<file path="src/rtl/ysyx_24120013_pkg.sv">
// Shared types and constants for the ysyx_24120013 multi-cycle core controller.
package ysyx_24120013_pkg;

    typedef enum logic [2:0] {
        ST_FETCH_REQ  = 3'd0,
        ST_FETCH_WAIT = 3'd1,
        ST_EXEC       = 3'd2,
        ST_WB         = 3'd3,
        ST_HALT       = 3'd4
    } state_e;

    localparam logic [1:0] HALT_NONE     = 2'd0;
    localparam logic [1:0] HALT_EBREAK   = 2'd1;
    localparam logic [1:0] HALT_TIMEOUT  = 2'd2;
    localparam logic [1:0] HALT_MISALIGN = 2'd3;

    localparam logic [31:0] NOP_INST         = 32'h0000_0013;
    localparam logic [31:0] DEFAULT_RESET_PC = 32'h8000_0000;

endpackage

</file>
<file path="src/rtl/ysyx_24120013_fetch_timer.sv">
// Clearable, enable-gated saturating wait counter for the instruction fetch.
// tc_o flags that the next enabled cycle brings the count to all-ones.
module ysyx_24120013_fetch_timer
    import ysyx_24120013_pkg::*;
#(
    parameter int TIMEOUT_W = 8
) (
    input  logic clk,
    input  logic rst,
    input  logic clr_i,
    input  logic en_i,
    output logic tc_o
);

    localparam logic [TIMEOUT_W-1:0] CNT_MAX = '1;

    logic [TIMEOUT_W-1:0] cnt_q, cnt_d;

    always_comb begin
        cnt_d = cnt_q;
        if (clr_i) begin
            cnt_d = '0;
        end else if (en_i && (cnt_q != CNT_MAX)) begin
            cnt_d = cnt_q + TIMEOUT_W'(1);
        end
    end

    always_ff @(posedge clk or negedge rst) begin
        if (!rst) begin
            cnt_q <= '0;
        end else begin
            cnt_q <= cnt_d;
        end
    end

    assign tc_o = (cnt_q == (CNT_MAX - TIMEOUT_W'(1)));

endmodule

</file>
<file path="src/rtl/ysyx_24120013_core_ctrl.sv">
// Multi-cycle fetch/exec/writeback sequencer with valid/ready instruction fetch.
// Optional 64-bit perf counters are built when YSYX_24120013_PERF_EN is defined.
module ysyx_24120013_core_ctrl
    import ysyx_24120013_pkg::*;
#(
    parameter int              XLEN      = 32,
    parameter int              RADDR_W   = 5,
    parameter logic [XLEN-1:0] RESET_PC  = XLEN'(DEFAULT_RESET_PC),
    parameter int              TIMEOUT_W = 8
) (
    input  logic               clk,
    input  logic               rst,
    output logic               imem_req_valid,
    input  logic               imem_req_ready,
    output logic [XLEN-1:0]    imem_addr,
    input  logic               imem_rsp_valid,
    input  logic [31:0]        imem_rsp_data,
    output logic [31:0]        inst,
    input  logic               exu_wen,
    input  logic [RADDR_W-1:0] exu_waddr,
    input  logic [XLEN-1:0]    exu_wdata,
    input  logic               exu_jmp_en,
    input  logic [XLEN-1:0]    exu_jmp_target,
    input  logic               exu_ebreak,
    output logic               rf_wen,
    output logic [RADDR_W-1:0] rf_waddr,
    output logic [XLEN-1:0]    rf_wdata,
    output logic [XLEN-1:0]    pc,
    output logic               halted,
    output logic [1:0]         halt_code
`ifdef YSYX_24120013_PERF_EN
    ,
    output logic [63:0]        perf_cycle,
    output logic [63:0]        perf_instret
`endif
);

    state_e               state_q, state_d;
    logic [XLEN-1:0]      pc_q, pc_d;
    logic [31:0]          inst_q, inst_d;
    logic                 req_valid_q, req_valid_d;
    logic                 rf_wen_q, rf_wen_d;
    logic [RADDR_W-1:0]   rf_waddr_q, rf_waddr_d;
    logic [XLEN-1:0]      rf_wdata_q, rf_wdata_d;
    logic                 jmp_taken_q, jmp_taken_d;
    logic [XLEN-1:0]      jmp_target_q, jmp_target_d;
    logic [1:0]           halt_code_q, halt_code_d;
    logic                 tmr_clr, tmr_en, tmr_tc;

    ysyx_24120013_fetch_timer #(
        .TIMEOUT_W(TIMEOUT_W)
    ) u_fetch_timer (
        .clk  (clk),
        .rst  (rst),
        .clr_i(tmr_clr),
        .en_i (tmr_en),
        .tc_o (tmr_tc)
    );

    always_comb begin
        state_d      = state_q;
        pc_d         = pc_q;
        inst_d       = inst_q;
        req_valid_d  = 1'b0;
        rf_wen_d     = 1'b0;
        rf_waddr_d   = rf_waddr_q;
        rf_wdata_d   = rf_wdata_q;
        jmp_taken_d  = jmp_taken_q;
        jmp_target_d = jmp_target_q;
        halt_code_d  = halt_code_q;
        tmr_clr      = 1'b0;
        tmr_en       = 1'b0;
        case (state_q)
            ST_FETCH_REQ: begin
                // The request is registered, so it first rises one edge after reset.
                req_valid_d = 1'b1;
                if (req_valid_q && imem_req_ready) begin
                    req_valid_d = 1'b0;
                    tmr_clr     = 1'b1;
                    state_d     = ST_FETCH_WAIT;
                end
            end
            ST_FETCH_WAIT: begin
                if (imem_rsp_valid) begin
                    inst_d  = imem_rsp_data;
                    state_d = ST_EXEC;
                end else begin
                    tmr_en = 1'b1;
                    if (tmr_tc) begin
                        halt_code_d = HALT_TIMEOUT;
                        state_d     = ST_HALT;
                    end
                end
            end
            ST_EXEC: begin
                if (exu_ebreak) begin
                    halt_code_d = HALT_EBREAK;
                    state_d     = ST_HALT;
                end else if (exu_jmp_en && (exu_jmp_target[1:0] != 2'b00)) begin
                    halt_code_d = HALT_MISALIGN;
                    state_d     = ST_HALT;
                end else begin
                    rf_wen_d     = exu_wen && (exu_waddr != '0);
                    rf_waddr_d   = exu_waddr;
                    rf_wdata_d   = exu_wdata;
                    jmp_taken_d  = exu_jmp_en;
                    jmp_target_d = exu_jmp_target;
                    state_d      = ST_WB;
                end
            end
            ST_WB: begin
                pc_d        = jmp_taken_q ? jmp_target_q : (pc_q + XLEN'(4));
                req_valid_d = 1'b1;
                state_d     = ST_FETCH_REQ;
            end
            ST_HALT: begin
                state_d = ST_HALT;
            end
            default: begin
                state_d = ST_HALT;
            end
        endcase
    end

    always_ff @(posedge clk or negedge rst) begin
        if (!rst) begin
            state_q      <= ST_FETCH_REQ;
            pc_q         <= RESET_PC;
            inst_q       <= NOP_INST;
            req_valid_q  <= 1'b0;
            rf_wen_q     <= 1'b0;
            rf_waddr_q   <= '0;
            rf_wdata_q   <= '0;
            jmp_taken_q  <= 1'b0;
            jmp_target_q <= '0;
            halt_code_q  <= HALT_NONE;
        end else begin
            state_q      <= state_d;
            pc_q         <= pc_d;
            inst_q       <= inst_d;
            req_valid_q  <= req_valid_d;
            rf_wen_q     <= rf_wen_d;
            rf_waddr_q   <= rf_waddr_d;
            rf_wdata_q   <= rf_wdata_d;
            jmp_taken_q  <= jmp_taken_d;
            jmp_target_q <= jmp_target_d;
            halt_code_q  <= halt_code_d;
        end
    end

    assign imem_req_valid = req_valid_q;
    assign imem_addr      = pc_q;
    assign pc             = pc_q;
    assign inst           = inst_q;
    assign rf_wen         = rf_wen_q;
    assign rf_waddr       = rf_waddr_q;
    assign rf_wdata       = rf_wdata_q;
    assign halted         = (state_q == ST_HALT);
    assign halt_code      = halt_code_q;

`ifdef YSYX_24120013_PERF_EN
    logic [63:0] perf_cycle_q, perf_instret_q;

    always_ff @(posedge clk or negedge rst) begin
        if (!rst) begin
            perf_cycle_q   <= '0;
            perf_instret_q <= '0;
        end else begin
            if ((state_q != ST_HALT) && (perf_cycle_q != '1)) begin
                perf_cycle_q <= perf_cycle_q + 64'd1;
            end
            if ((state_q == ST_WB) && (perf_instret_q != '1)) begin
                perf_instret_q <= perf_instret_q + 64'd1;
            end
        end
    end

    assign perf_cycle   = perf_cycle_q;
    assign perf_instret = perf_instret_q;
`endif

endmodule

</file>
<file path="config.mk">
export PLATFORM = sky130hd
export DESIGN_NAME = ysyx_24120013_core_ctrl
export DESIGN_NICKNAME = d
export VERILOG_FILES = /design/src/rtl/ysyx_24120013_pkg.sv /design/src/rtl/ysyx_24120013_fetch_timer.sv /design/src/rtl/ysyx_24120013_core_ctrl.sv
export SDC_FILE = /design/constraint.sdc
export NUM_CORES = 1
export LEC_CHECK = 0
export CAP_MARGIN = 15
export CELL_PAD_IN_SITES_DETAIL_PLACEMENT = 2
export CELL_PAD_IN_SITES_GLOBAL_PLACEMENT = 2
export CORE_ASPECT_RATIO = 1.5
export CORE_MARGIN = 3
export CORE_UTILIZATION = 24
export DETAILED_ROUTE_END_ITERATION = 10
export GPL_ROUTABILITY_DRIVEN = 0
export PLACE_DENSITY = 0.75
export REMOVE_ABC_BUFFERS = 1
export SLEW_MARGIN = 20
export SYNTH_ARGS = -nofsm -noshare
export SYNTH_HDL_FRONTEND = slang
export SYNTH_HIERARCHICAL = 1
export SYNTH_SLANG_ARGS = --single-unit
export TNS_END_PERCENT = 5
</file>
<file path="constraint.sdc">
create_clock -name clk -period 2.5 [get_ports clk]
set_clock_uncertainty 0.05 [all_clocks]
set_input_delay 0.5 -clock clk [delete_from_list [all_inputs] [get_ports clk]]
set_output_delay 0.5 -clock clk [all_outputs]
set_load 0.01 [all_outputs]
</file>
==> flow_summary.ini, run 1 <==
[run_status]
status = finished, final reports clean

[sta]
hold_viol_final = 0
worst_slack_ns = 0.148
min_period_ns = 2.35
fin_crit_sh_pct = 94.1
tightest_slew_ns = 0.943
rsz0062_at_grt = false
max_freq_ghz = 0.425
slew-limit-headroom_pct = 37.1
final_max_slew_viol_count = 0
setup_viol = 0

[yosys]
yosysMostFrequentCell = dfrtp_1
synth_area_leaders = dfrtp_1, mux2_2, buf_4, a21oi_1, nand3_1
synth_common_cells = dfrtp_1, mux2_2, buf_4, a21oi_1, nor2_1
synth_seq_cells = 149
yosysTopAreaCellShare_pct = 51.9
syn-instance-count = 592
synth_edf_count = 0
yosysSeqAreaShare_pct = 53.4
postSynthAreaPerCell_um2 = 11.8
synth_largest_area_cell = dfrtp_1
yosysWarnings = 6
synth_area_mm2 = 0.00699
synthArstFlopShare_pct = 100
synthDistinctLibCells = 66
synthFlopType = dfrtp_1

[worst_setup_path]
crit_arrival_ns = 1.80
end_kind = output port
reg2reg_to = imem_addr[28]$_DFFE_PN0N_
r2r_start = imem_addr[2]$_DFFE_PN0N_
required_ns = 1.95
worstSetupPathType = flip-flop to output port
cp-start-kind = flip-flop
critPathMaxFanout = 11
rr_worst_depth = 6
reg2reg_setup_slack_ns = 0.43

[run]
cap_viol_max_count = 0

[route]
drtAntennaViolNets = 0
drc_errors = 0
drt-wirelength-per-cell_um = 19.8
drt_iter0_drc = 202
routed-via-count = 5624
viasPerCell = 4.66
routed_wl_um = 23900
dr.pass1.iters = 4

[pwr]
cell_internal_pwr_mw = 6.55
power_frac_clock_pct = 27.1
power_switching_mw = 2.98
powerDensity_mw_per_mm2 = 927
p_leak_nw = 4.21
total_power_mw = 9.52
combPwrFrac_pct = 34.0
ir_drop_v = 0.000514
switching_share_pct = 31.3
p_seq_share_pct = 38.9

[global_route]
antenna_found_initial = 4
grt_max_degree = 53
grt_usage_pct = 15.5
grt_pass1_wl_um = 37600
grt_overflow = 0
grt_pass1_vias = 6336

[place]
portBuffers = 245
dp_slack_ns = 0.138
hpwl_um = 17600

[layout]
num-fill-cells = 3065
drive_gt1_share_pct = 21.2
fin_nets = 920
syn2layout_area_growth_pct = 47.0

[die]
die_area_mm2 = 0.0312
io_pins = 246
rows = 75
fp.dieW_um = 145
die_h_um = 215
core_mm2 = 0.0283
start_util_pct = 24.7

[clocking]
cts_tree = done
cts_htree_levels = 4
cts_buffer_depth = 2
clkTransAtPathRegs_ns = 0.06
clock_sinks = 149
numCtsBuffers = 17
clockRootBuffer = clkbuf_16
postCtsSetupBuffers = 0
cts_resized = 0
clock_latency_ns = 0.44

[hold_path]
min_path_type = flip-flop to flip-flop
hold_start = jmp_target_q[31]$_DFFE_PN0P_
hold_depth = 1
holdPathEnd = jmp_target_q[31]$_DFFE_PN0P_
==> kinds of logic after synthesis <==
kind of cell	count (synthesis)	share of synthesized area, %
buffers and inverters	80	7.50
adders and majority gates	3	0.537
and+or+nand+nor	143	11.2
muxes	108	17.4
DFF	149	53.4
AOI/OAI and AO/OA	109	9.94
==> placed cells by master, fill, tap and decap left out, types with 6 or more instances in the layout <==
cell,Yosys,layout
dfrtp_1,145,145
clkdlybuf4s50_1,0,244
a31oi_1,7,7
and3_1,12,12
mux2_2,102,102
buf_12,0,7
inv_1,14,14
buf_4,38,11
nor2_1,25,24
clkbuf_16,0,17
nand4_1,12,12
a21oi_1,37,37
o22ai_1,6,6
nand2_1,23,23
nand3_1,22,22
nor4_1,6,6
nor3_1,15,15
o21ai_0,22,22
==> routing by layer <==
| metal | vias up | global-route usage (%) | share of wire (%) |
|---|---|---|---|
| met5 | - | 0 | 0.20 |
| met4 | 6 | 5.86 | 2.5 |
| met3 | 34 | 5.06 | 5.2 |
| li1 | 2558 | - | - |
| met2 | 144 | 29.1 | 56 |
| met1 | 2882 | 15.9 | 36 |
==> worst max-delay path, cell delays in order, from the launching register on <==
cell and delay [ns]:
dfrtp_1 0.58, and2_1 0.19, clkdlybuf4s50_1 0.58
==> worst max-delay path by stage <==
stage,start,end,slack [ns]
2_1_floorplan,state_q[2]$_DFFE_PN0P_,jmp_target_q[0]$_DFFE_PN0P_,-0.55
3_3_place_gp,exu_jmp_target[0],rf_wdata[12]$_DFFE_PN0P_,0.17
3_5_place_dp,exu_jmp_target[0],rf_wdata[10]$_DFFE_PN0P_,0.14
4_1_cts,state_q[2]$_DFFE_PN0P_,halted,0.07
5_1_grt,state_q[0]$_DFFE_PN0P_,halted,0.02
6_report,state_q[2]$_DFFE_PN0P_,halted,0.15
==> state kept, by name, summed over array words and instances, names as in the netlist <==
register,cells
imem_req_valid,1
imem_addr,32
rf_waddr,5
inst,32
state_q,3
rf_wen,1
rf_wdata,32
jmp_taken_q,1
u_fetch_timer/cnt_q,8
halt_code,2
jmp_target_q,32
==> per-stage QoR <==
stage | hold slack (ns) | area (um^2) | utilization [%] | TNS, ns | cells
floorplan | 0.154 | 6520 | - | -41.18 | 526
global placement | 0.420 | 9680 | 34.2 | 0 | 1174
detailed placement | 0.440 | 9680 | 34.2 | 0 | 1174
CTS | 0.455 | 10300 | 36.2 | 0 | 1207
global route | 0.459 | 10300 | 36.3 | 0 | 1208
finish | 0.450 | 10300 | 36.3 | 0 | 1208
==> power by group through the flow <==
stage / combinational, mW / clock [mW] / sequential, mW
finish: 3.24 / 2.58 / 3.70
global route: 3.49 / 2.79 / 3.84
CTS: 3.31 / 2.69 / 3.73
detailed placement: 3.29 / 0 / 3.76
global placement: 3.19 / 0 / 3.70
floorplan: 1.04 / 0 / 3.98
==> final cells by class <==
type	count	area, um^2	share of cell area, %
inverters	14	52.6	0.512
repair buffers	264	2690	26.1
clock inverters	14	149	1.45
clock buffers	18	429	4.18
multi-input cells	363	2740	26.7
flip-flops and latches	149	3730	36.3
well taps	385	482	4.69
diodes	1	2.50	0.0244
==> what timing repair did <==
item,4_1_cts,5_1_grt
hold endpoints to repair,45,0
setup endpoints to repair,0,0
hold buffers,1,0
Power figures use the tool's default switching activity.
==> inputs of run 2 (changes only) <==
Settings changed: CORE_ASPECT_RATIO 1.5 to 1.1.
==> run 2 against run 1 <==
Setup slack gained 0.015 ns. Final cell count shrank 2.1%. Clock power is essentially flat. Critical endpoint unchanged. Largest cell class unchanged. Largest power group unchanged. Highest routed layer is now met4.
==> flow_summary.ini, run 2 (same netlist as run 1, synthesis figures left out) <==
[run_status]
status = finished, final reports clean

[sta]
final_max_slew_viol_count = 0
tns_ns = 0
min_period_ns = 2.34
fin_crit_sh_pct = 93.5
setup_viol = 0
max_freq_ghz = 0.428
worst_slack_ns = 0.162
holdWs_ns = 0.448
hold_viol_final = 0
slew-limit-headroom_pct = 58.7
rsz0062_at_grt = false
tightest_slew_ns = 0.613

[run]
cap_viol_max_count = 0

[pwr]
total_power_mw = 9.53
powerDensity_mw_per_mm2 = 932
power_switching_mw = 2.94
combPwrFrac_pct = 33.7
cell_internal_pwr_mw = 6.59
power_frac_clock_pct = 27.3
switching_share_pct = 30.9
p_leak_nw = 4.21
p_seq_share_pct = 39.0
ir_drop_v = 0.000386

[worst_setup_path]
critPathSlowestCell = dfrtp_1
required_ns = 1.95
critPathMaxStageDelay_ns = 0.62
crit_arrival_ns = 1.79
worstSetupPathType = flip-flop to output port
critPathMaxFanout = 11
cp-start-kind = flip-flop
crit_chain = and2_1 -> clkdlybuf4s50_1
r2r_start = imem_addr[2]$_DFFE_PN0N_
critPathLaunch = state_q[2]$_DFFE_PN0P_
end_kind = output port

[layout]
num-fill-cells = 3002
final_core_util_pct = 36.2
instances_no_fill = 1183
drive_gt1_share_pct = 21.0
diodes = 0
mostFrequentLayoutCell = clkdlybuf4s50_1
layout_common_cells = clkdlybuf4s50_1, dfrtp_1, mux2_2, a21oi_1, nor2_1
syn2layout_area_growth_pct = 46.4
fin_nets = 918
finish.instance_area_mm2 = 0.0102

[global_route]
grt_max_degree = 55
grt_pass1_vias = 6267
grt_overflow = 0
grt_usage_pct = 14.8
grt_pass1_wl_um = 36300
antenna_found_initial = 0

[clocking]
clock_latency_ns = 0.42
clock_sinks = 149
cts_buffer_depth = 2
cts_htree_levels = 4
cts_tree = done
clockRootBuffer = clkbuf_16
postCtsSetupBuffers = 0
numCtsBuffers = 17
clkTransAtPathRegs_ns = 0.07

[die]
io_pins = 246
start_util_pct = 24.7
die_area_mm2 = 0.0312
rows = 64
die_h_um = 185
fp.dieW_um = 169
core_mm2 = 0.0283

[route]
drt_iter0_drc = 125
drc_errors = 0
viasPerCell = 4.77
dr.pass1.iters = 4
routed-via-count = 5642
drtAntennaViolNets = 0
drt-wirelength-per-cell_um = 19.3
routed_wl_um = 22800

[hold_path]
min_path_type = flip-flop to flip-flop
hold_start = inst[25]$_DFFE_PN0P_

[place]
portBuffers = 245
hpwl_um = 16600
dp_cells = 1150
dpl_cell_area_mm2 = 0.00963
dp_slack_ns = 0.128
run 2: repair_timing:
action,4_1_cts,5_1_grt
gates resized for setup,0,0
hold buffers,1,0
endpoints found under the hold margin,38,0
run 2: power groups by stage:
stage | registers (mW) | clock network (mW) | logic, mW
2_1_floorplan | 3.98 | 0 | 1.04
4_1_cts | 3.73 | 2.69 | 3.27
6_report | 3.71 | 2.60 | 3.22
3_3_place_gp | 3.73 | 0 | 3.18
5_1_grt | 3.85 | 2.80 | 3.50
3_5_place_dp | 3.77 | 0 | 3.24
run 2: area by class of cell:
type | instances | area (um^2) | share of cell area (%)
Clock buffer | 19 | 443 | 4.33
Clock inverter | 13 | 146 | 1.43
Inverter | 14 | 52.6 | 0.514
Multi-Input combinational cell | 363 | 2740 | 26.8
Sequential cell | 149 | 3730 | 36.5
Tap cell | 363 | 454 | 4.44
Timing Repair Buffer | 262 | 2660 | 26.0
run 2: final timing paths:
kind,end,slack (ns),cells after the start
max,halted,0.16,2
min,inst[25]$_DFFE_PN0P_,0.45,1
max reg2reg,imem_addr[26]$_DFFE_PN0N_,0.40,6
min reg2reg,inst[25]$_DFFE_PN0P_,0.45,1
max in group asynchronous,jmp_target_q[28]$_DFFE_PN0P_,1.14,3
min in group asynchronous,inst[18]$_DFFE_PN0P_,0.52,2
run 2: per-layer routing:
| layer | part of all wire, % | vias up | global-route usage (%) |
|---|---|---|---|
| met4 | 1.4 | 0 | 4.09 |
| met3 | 7.8 | 22 | 5.29 |
| met5 | 0 | - | 0 |
| met1 | 41 | 2882 | 18.2 |
| met2 | 50 | 186 | 24.5 |
| li1 | - | 2552 | - |
run 2: worst max-delay path: cells and delay by family (launching register included):
kind	cells	cell delay, ns
flip-flops	1	0.62
buffers and inverters	1	0.54
AND/OR/NAND/NOR	1	0.21
